### src/rtl/data_memory_pkg.sv
// Shared definitions for the data memory and its clear controller.
package data_memory_pkg;

  // Defaults shared with the instruction memory.
  localparam int DMEM_DATA_W = 8;
  localparam int DMEM_DEPTH  = 256;

  // ST_CLEAR: zeroing sweep in progress. ST_READY: normal service.
  typedef enum logic {
    ST_CLEAR = 1'b0,
    ST_READY = 1'b1
  } state_t;

endpackage

### src/rtl/mem_clear_ctrl.sv
// Controller for the post-reset zeroing sweep.
// It owns the state register, the sweep pointer and the busy/access_err flags.
// It exports a write strobe and address that the top muxes onto the array port.
module mem_clear_ctrl
  import data_memory_pkg::*;
#(
  parameter  int DEPTH          = DMEM_DEPTH,
  parameter  bit CLEAR_ON_RESET = 1'b1,
  localparam int ADDR_W         = $clog2(DEPTH)
) (
  input  logic              clk,
  input  logic              rst,
  input  logic              i_req,
  output logic              o_busy,
  output logic              o_access_err,
  output logic              o_ready,
  output logic              o_clr_we,
  output logic [ADDR_W-1:0] o_clr_addr
);

  state_t            r_state;
  logic [ADDR_W-1:0] r_clr_ptr;
  logic              r_busy;
  logic              r_access_err;

  // State, sweep pointer and status flags. A held reset pins the pointer at 0.
  always_ff @(posedge clk) begin
    if (rst) begin
      r_state      <= CLEAR_ON_RESET ? ST_CLEAR : ST_READY;
      r_busy       <= CLEAR_ON_RESET;
      r_clr_ptr    <= '0;
      r_access_err <= 1'b0;
    end else begin
      case (r_state)
        ST_CLEAR: begin
          // Requests are dropped during the sweep; flag each one.
          r_access_err <= i_req;
          r_clr_ptr    <= r_clr_ptr + 1'b1;
          if (r_clr_ptr == ADDR_W'(DEPTH - 1)) begin
            r_state <= ST_READY;
            r_busy  <= 1'b0;
          end
        end
        default: begin
          r_access_err <= 1'b0;
        end
      endcase
    end
  end

  // The reset cycle must never complete a write or a read, so gate on rst.
  assign o_clr_we     = (r_state == ST_CLEAR) && !rst;
  assign o_ready      = (r_state == ST_READY) && !rst;
  assign o_clr_addr   = r_clr_ptr;
  assign o_busy       = r_busy;
  assign o_access_err = r_access_err;

endmodule

### src/rtl/data_memory_sync.sv
// Single-port data memory with synchronous write and a registered read.
// After reset, an optional hardware sweep zeroes the array while busy is high.
// The array has no reset of its own, so it still maps onto block RAM.
module data_memory_sync
  import data_memory_pkg::*;
#(
  parameter  int DATA_W         = DMEM_DATA_W,
  parameter  int DEPTH          = DMEM_DEPTH,
  parameter  bit CLEAR_ON_RESET = 1'b1,
  localparam int ADDR_W         = $clog2(DEPTH)
) (
  input  logic              clk,
  input  logic              rst,
  input  logic [ADDR_W-1:0] address_ram,
  input  logic [DATA_W-1:0] write_data,
  input  logic              memwrite,
  input  logic              memread,
  output logic [DATA_W-1:0] read_ram_data,
  output logic              read_valid,
  output logic              busy,
  output logic              access_err
);

  logic              w_ready;
  logic              w_clr_we;
  logic [ADDR_W-1:0] w_clr_addr;
  logic              w_we;
  logic [ADDR_W-1:0] w_waddr;
  logic [DATA_W-1:0] w_wdata;
  logic              w_rd;

  logic [DATA_W-1:0] r_mem [DEPTH];
  logic [DATA_W-1:0] r_rdata;
  logic              r_read_valid;

  mem_clear_ctrl #(
    .DEPTH          (DEPTH),
    .CLEAR_ON_RESET (CLEAR_ON_RESET)
  ) u_clr (
    .clk          (clk),
    .rst          (rst),
    .i_req        (memwrite | memread),
    .o_busy       (busy),
    .o_access_err (access_err),
    .o_ready      (w_ready),
    .o_clr_we     (w_clr_we),
    .o_clr_addr   (w_clr_addr)
  );

  // The sweep owns the write port while it runs; otherwise it serves the datapath.
  assign w_we    = w_clr_we | (w_ready & memwrite);
  assign w_waddr = w_clr_we ? w_clr_addr : address_ram;
  assign w_wdata = w_clr_we ? '0 : write_data;
  assign w_rd    = w_ready & memread;

  // Array write port (no reset, keeps RAM inference).
  always_ff @(posedge clk) begin
    if (w_we) r_mem[w_waddr] <= w_wdata;
  end

  // Registered read with write-first forwarding on a same-cycle write.
  always_ff @(posedge clk) begin
    if (rst) begin
      r_rdata      <= '0;
      r_read_valid <= 1'b0;
    end else begin
      r_read_valid <= w_rd;
      if (w_rd) r_rdata <= memwrite ? write_data : r_mem[address_ram];
    end
  end

  assign read_ram_data = r_rdata;
  assign read_valid    = r_read_valid;

endmodule

### config.mk
export PLATFORM = sky130hd
export DESIGN_NAME = data_memory_sync
export DESIGN_NICKNAME = d
export VERILOG_FILES = /design/src/rtl/data_memory_pkg.sv /design/src/rtl/mem_clear_ctrl.sv /design/src/rtl/data_memory_sync.sv
export SDC_FILE = /design/constraint.sdc
export NUM_CORES = 2
export LEC_CHECK = 0
export CORE_UTILIZATION = 54
export DETAILED_ROUTE_END_ITERATION = 6
export PLACE_DENSITY = 0.68
export SYNTH_ARGS = -nofsm -noshare
export SYNTH_HDL_FRONTEND = slang
export SYNTH_SLANG_ARGS = --single-unit
### constraint.sdc
create_clock -name clk -period 6.9 [get_ports clk]
set_input_delay 1.38 -clock clk [delete_from_list [all_inputs] [get_ports clk]]
set_output_delay 1.38 -clock clk [all_outputs]
set_load 0.005 [all_outputs]
; After elaboration in Yosys (flattened, before gate mapping)
; Memory sizes are Yosys's and may differ from the RTL's. A register that Yosys moved wholly into a read port is not among the register bits.
; Cells that the tools add are included.
[word_totals]
latchBits = 0
ram_bits = 2048
mem_count = 1
mem_bits_ro = 0
ff_bits = 12
word_cells = 24
out_inout_bits = 11
[mem_list]
columns = memory, words, word_bits, rd, rd_ports_with_merged_regs, wr, line
row1 = r_mem, 256, 8, 1, 1, 1, data_memory_sync.sv:32  ; logic [DATA_W-1:0] r_mem [DEPTH];
[op_classes]
n_addsub = 1
n_mul = 0
n_bitwise = 5
shift = 0
n_eq_ne = 1
reduce_logical = 5
muxes = 6
n_lt_le_gt_ge = 0
n_div = 0
[ops]
columns = cell, count
row1 = $mux 8, 2
row2 = $add 8x1->8 const B, 1
row3 = $eq 8x8->1 const B, 1
row4 = $mux 1, 4
row5 = $and 1x1->1, 2
row6 = $logic_and 1x1->1, 2
row7 = $or 1x1->1, 2
row8 = $reduce_and 2->1, 1
row9 = $reduce_or 2->1, 1
row10 = $logic_not 1->1, 1
row11 = $not 1->1, 1

; Depth between registers and ports, before layout
[logic_depth]
ltp_word = 6
depth_mapped = 14
depth_no_buf = 9

; Hierarchy
; Synthesis repeated with hierarchy kept, for this count alone.
[hier_totals]
cells_unflattened = 3984
hier_area_um2 = 81232.9
[modules_own_cells]
columns = mod, area_per_inst_um2, cells_per_inst, n_inst
row1 = data_memory_sync, 80765.0, 3937, 1
row2 = mem_clear_ctrl, 467.9, 47, 1

; Least setup slack after synthesis
; No wires, ideal clock.
[synth_timing]
kind = input -> register
startpoint = input port rst
endpoint = memory r_mem[0][4] (netlist name), data pin
path_slack_ps = 1003
setup_ps = 774
arrival_ps = 5122
required_ps = 6126
path_stages = 6
cell_sequence = clkbuf_1 -> or2_0 -> clkbuf_1 -> clkbuf_1 -> nand2_1 -> inv_1
[synth_via]
elab_chain_len = 3
[synth_rtl]
columns = element, line
row1 = "start, declared", data_memory_sync.sv:13  ; input logic rst,
row2 = $logic_not 1->1, mem_clear_ctrl.sv:52  ; assign o_clr_we = (r_state == ST_CLEAR) && !rst;
row3 = $logic_and 1x1->1, mem_clear_ctrl.sv:52
row4 = $mux 8, data_memory_sync.sv:53  ; assign w_wdata = w_clr_we ? '0 : write_data;
row5 = named net w_wdata[4], data_memory_sync.sv:29  ; logic [DATA_W-1:0] w_wdata;
row6 = "end, declared", data_memory_sync.sv:32
; The timed path passes the listed nets, and every way through them passes these cells.

; Worst setup path after layout
[layout_timing]
startpoint = input port rst
endpoint = memory r_mem[254][7] (netlist name) (enable)
[layout_via]
elab_chain_len = 6
[layout_rtl]
columns = element, line
row1 = $logic_not 1->1 *, "mem_clear_ctrl.sv:52, mem_clear_ctrl.sv:53"
row2 = $logic_and 1x1->1, mem_clear_ctrl.sv:53  ; assign o_ready = (r_state == ST_READY) && !rst;
row3 = $and 1x1->1, data_memory_sync.sv:51  ; assign w_we = w_clr_we | (w_ready & memwrite);
row4 = $or 1x1->1, data_memory_sync.sv:51
row5 = $mux 1, data_memory_sync.sv:58  ; if (w_we) r_mem[w_waddr] <= w_wdata;
row6 = $mux 1 (implied by the code), data_memory_sync.sv:58
; Every way passes the cells marked *; elsewhere a longest branch is shown, timed or not.

==> out/metrics.cfg <==
[yosys]
synth_seq_cells = 2068
yosysTopAreaCell = edfxtp_1
yosys_most_used_dff = edfxtp_1
synth_fp_nets = 3847
netlist.area_leader.share_pct = 75.8
yosys_warnings = 0
synth_cell_type_count = 70
syn_inst = 3826
seq_area_frac_synth_pct = 76.3
synth_edf_count = 2048
avgSynthCellArea_um2 = 21.2
synthesis.area_um2 = 81100
synth.area.top_cells = edfxtp_1 76%, mux4_2 15%, mux2i_1 1.4%, nor2_1 1.4%, nand2_1 0.79%
ys_async_sr_fraction_pct = 0

[cts]
clk_latency_ns = 0.83
ctsResizeCount = 0
cts_root_buf = clkbuf_16
cts_hold_buf = 0
clock-sinks = 2068
cts_buffer_depth = 3
cts.clk_slew.worst_paths_ns = 0.06
tritoncts = done
cts_setup_buffers = 0
cts_buffers = 197
htree_num_levels = 4

[worst_setup_path]
worst_r2r_endpoint = r_mem[254][7]$_DFFE_PP_
crit_type = in -> reg
ff2ff_setup_slack_ns = 2.46
slowest_delay_ns = 1.14
crit_path_end_kind = flop
rr_worst_depth = 5
cp.depth = 6
worstPathArrival_ns = 5.83
worstPathCellList = clkdlybuf4s50_1 -> or2_0 -> buf_4 -> o21ai_0 -> nand2_1 -> nor2_1
cp_slowest_cell = nor2_1
path_max_fanout = 25
required_ns = 7.33
r2r_start = u_clr.r_state$_SDFF_PP0_
crit_buf_inv = 2
crit_path_end = r_mem[254][7]$_DFFE_PP_
startpoint_type = input port
critPathTopFamily = simple AND/OR/NAND/NOR gates
startpoint = rst

[timing]
maxSlewHeadroom_pct = -1.45
setup_viol = 0
hold_viol_final = 0
skew_ns = 0.0328
rsz0062_at_grt = false
finalCriticalPeriod_ns = 5.40
fin_tns_setup_ns = 0
tightest_slew_ns = 1.51
max_freq_mhz = 185
holdWs_ns = 0.554
slew_violations = 5
finalCritPeriodShare_pct = 78.2

[finish]
fin_nets = 3939
syn_to_final_growth_pct = 10.8
final_util_pct = 60.6
drive_gt1_share_pct = 22.8
postLayoutCellArea_um2 = 89900
layoutNonFillerInstCount = 6076

[floorplanning]
die_area_um2 = 152000
core_um2 = 148000
die_w_um = 390
std_cell_rows = 141
initial_core_util_pct = 54.7
fp.dieH_um = 390
io_pins = 31

[outcome]
failed_checks = capacitance limit, slew limit
status = finished with violations

[power]
pwr-share-seq_pct = 53.3
p_switching_uw = 5490
p_int_uw = 20500
leakage_uw = 0.0280
comb_power_share_pct = 5.1
clkPwrFrac_pct = 41.6
swShare_pct = 21.2
powerDensity_nw_per_um2 = 289
peakVddDrop_mv = 0.270

[placement]
dpl_cell_area_um2 = 83500
io_buffers = 30
dp_hpwl_um = 124000
dp.cells = 5721
gp_congestion = 0.998

[flow_run]
max_cap_violations = 1

[routing]
drt_iter0_drc = 5233
via_per_inst = 6.56
ant_nets = 0
post-route-drc-count = 0
wl_per_cell_um = 33.9
drtPass1Iterations = 5
via_count = 39855
drt_wl_total_um = 206000

[grt]
grt_pass1_wl_um = 292000
grt_max_degree = 161
grt_pass1_vias = 39053
gr-usage-all-layers_pct = 27.5
grt.overflow.total = 0
antenna_found_initial = 7

[worst_hold_path]
holdCritPathClass = reg -> reg

## per-stage QoR
stage,setup slack [ns],power (uW)
final,1.50,26000
after global routing,1.63,26500
after global placement,0.824,15400
after detailed placement,0.961,15400
after floorplan,1.00,14900
after CTS,1.83,26100
## how the worst min path moves through the flow
stage	from	endpoint	slack [ns]	cells after the start
after global routing	u_clr.o_busy$_SDFFE_PP1P_	u_clr.o_busy$_SDFFE_PP1P_	0.56	2
after global placement	u_clr.o_busy$_SDFFE_PP1P_	u_clr.o_busy$_SDFFE_PP1P_	0.54	2
after CTS	u_clr.o_busy$_SDFFE_PP1P_	u_clr.o_busy$_SDFFE_PP1P_	0.54	2
after floorplan	u_clr.o_busy$_SDFFE_PP1P_	u_clr.o_busy$_SDFFE_PP1P_	0.46	2
after detailed placement	u_clr.o_busy$_SDFFE_PP1P_	u_clr.o_busy$_SDFFE_PP1P_	0.53	2
final	u_clr.o_busy$_SDFFE_PP1P_	u_clr.o_busy$_SDFFE_PP1P_	0.55	2
## power by group through the flow
| stage | logic (uW) | registers (uW) | clock network [uW] |
|---|---|---|---|
| floorplan | 797 | 14100 | 0 |
| global placement | 1320 | 14100 | 0 |
| detailed placement | 1320 | 14100 | 0 |
| CTS | 1330 | 13800 | 10900 |
| global route | 1380 | 13800 | 11300 |
| finish | 1330 | 13800 | 10800 |
## layer usage
metal / vias up / routed length, um / global-route usage [%]
met4: 12 / 9270 / 11.7
met1: 21096 / 80200 / 38.9
met5: - / 81 / 0
met3: 405 / 21800 / 7.41
li1: 16089 / - / -
met2: 2253 / 94600 / 40.9
## final cells by class
cell class | instances | area, um^2
flip-flops and latches | 2068 | 61900
fillers | 10220 | 58500
multi-input cells | 1516 | 17800
clock buffers | 239 | 5150
well taps | 2002 | 2500
clock inverters | 115 | 1270
repair buffers | 120 | 1200
inverters | 15 | 124
diodes | 1 | 2.50
## sequential cells by signal (all words and copies together), names as in the netlist
register,cells
r_mem,2048
u_clr.o_clr_addr,8
read_ram_data,8
u_clr.o_busy,1
read_valid,1
u_clr.r_state,1
u_clr.o_access_err,1
## layout by cell type (no fill, tap or decap), drive strengths merged, types with 5 or more instances in the layout
master	instances
a221oi	7
nand4	15
dfxtp	20
nor3b	6
a22oi	25
o221ai	8
a31oi	17
bufinv	24
mux4	541
o21ai	32
nand2	171
xnor2	10
and3	6
inv	22
a211oi	10
clkinvlp	6
nor3	10
edfxtp	2048
buf	95
a2111oi	8
clkbuf	239
a21oi	26
nand3b	9
nor2b	10
mux2i	117
and2	9
a32oi	5
clkdlybuf4s50	25
nand2b	13
or3	9
o22ai	28
mux2	7
clkinv	78
o211ai	5
o31ai	7
nand3	54
nor2	306
a211o	5
## Yosys cell counts, drive strengths merged (5+ instances only)
cell and count:
edfxtp 2048, mux4 541, nor2 306, nand2 171
buf 146, mux2i 117, clkbuf 81, nand3 54
o21ai 32, o22ai 28, a21oi 26, a22oi 25
dfxtp 20, a31oi 17, nand4 15, inv 14
nand2b 13, a211oi 10, nor2b 10, nor3 10
xnor2 10, and2 9, nand3b 9, or3 9
a2111oi 8, o221ai 8, a221oi 7, mux2 7
o31ai 7, and3 6, nor3b 6, a211o 5
a32oi 5, o211ai 5
## cell families after synthesis
kind of cell	count (synthesis)	synth area share (%)
xor+xnor	13	0.140
mux	665	16.6
flops	2068	76.3
buf+inv	242	1.81
compound gates	205	1.76
simple gates	632	3.35
fa+ha+maj	1	0.0154
## worst register-to-register path: stages (launching register included)
cell	delay [ns]
dfxtp_1	0.40
or2_0	0.25
buf_4	0.23
o21ai_0	1.06
nand2_1	0.93
nor2_1	1.16
Note: power is estimated with default switching activity, not from simulation.
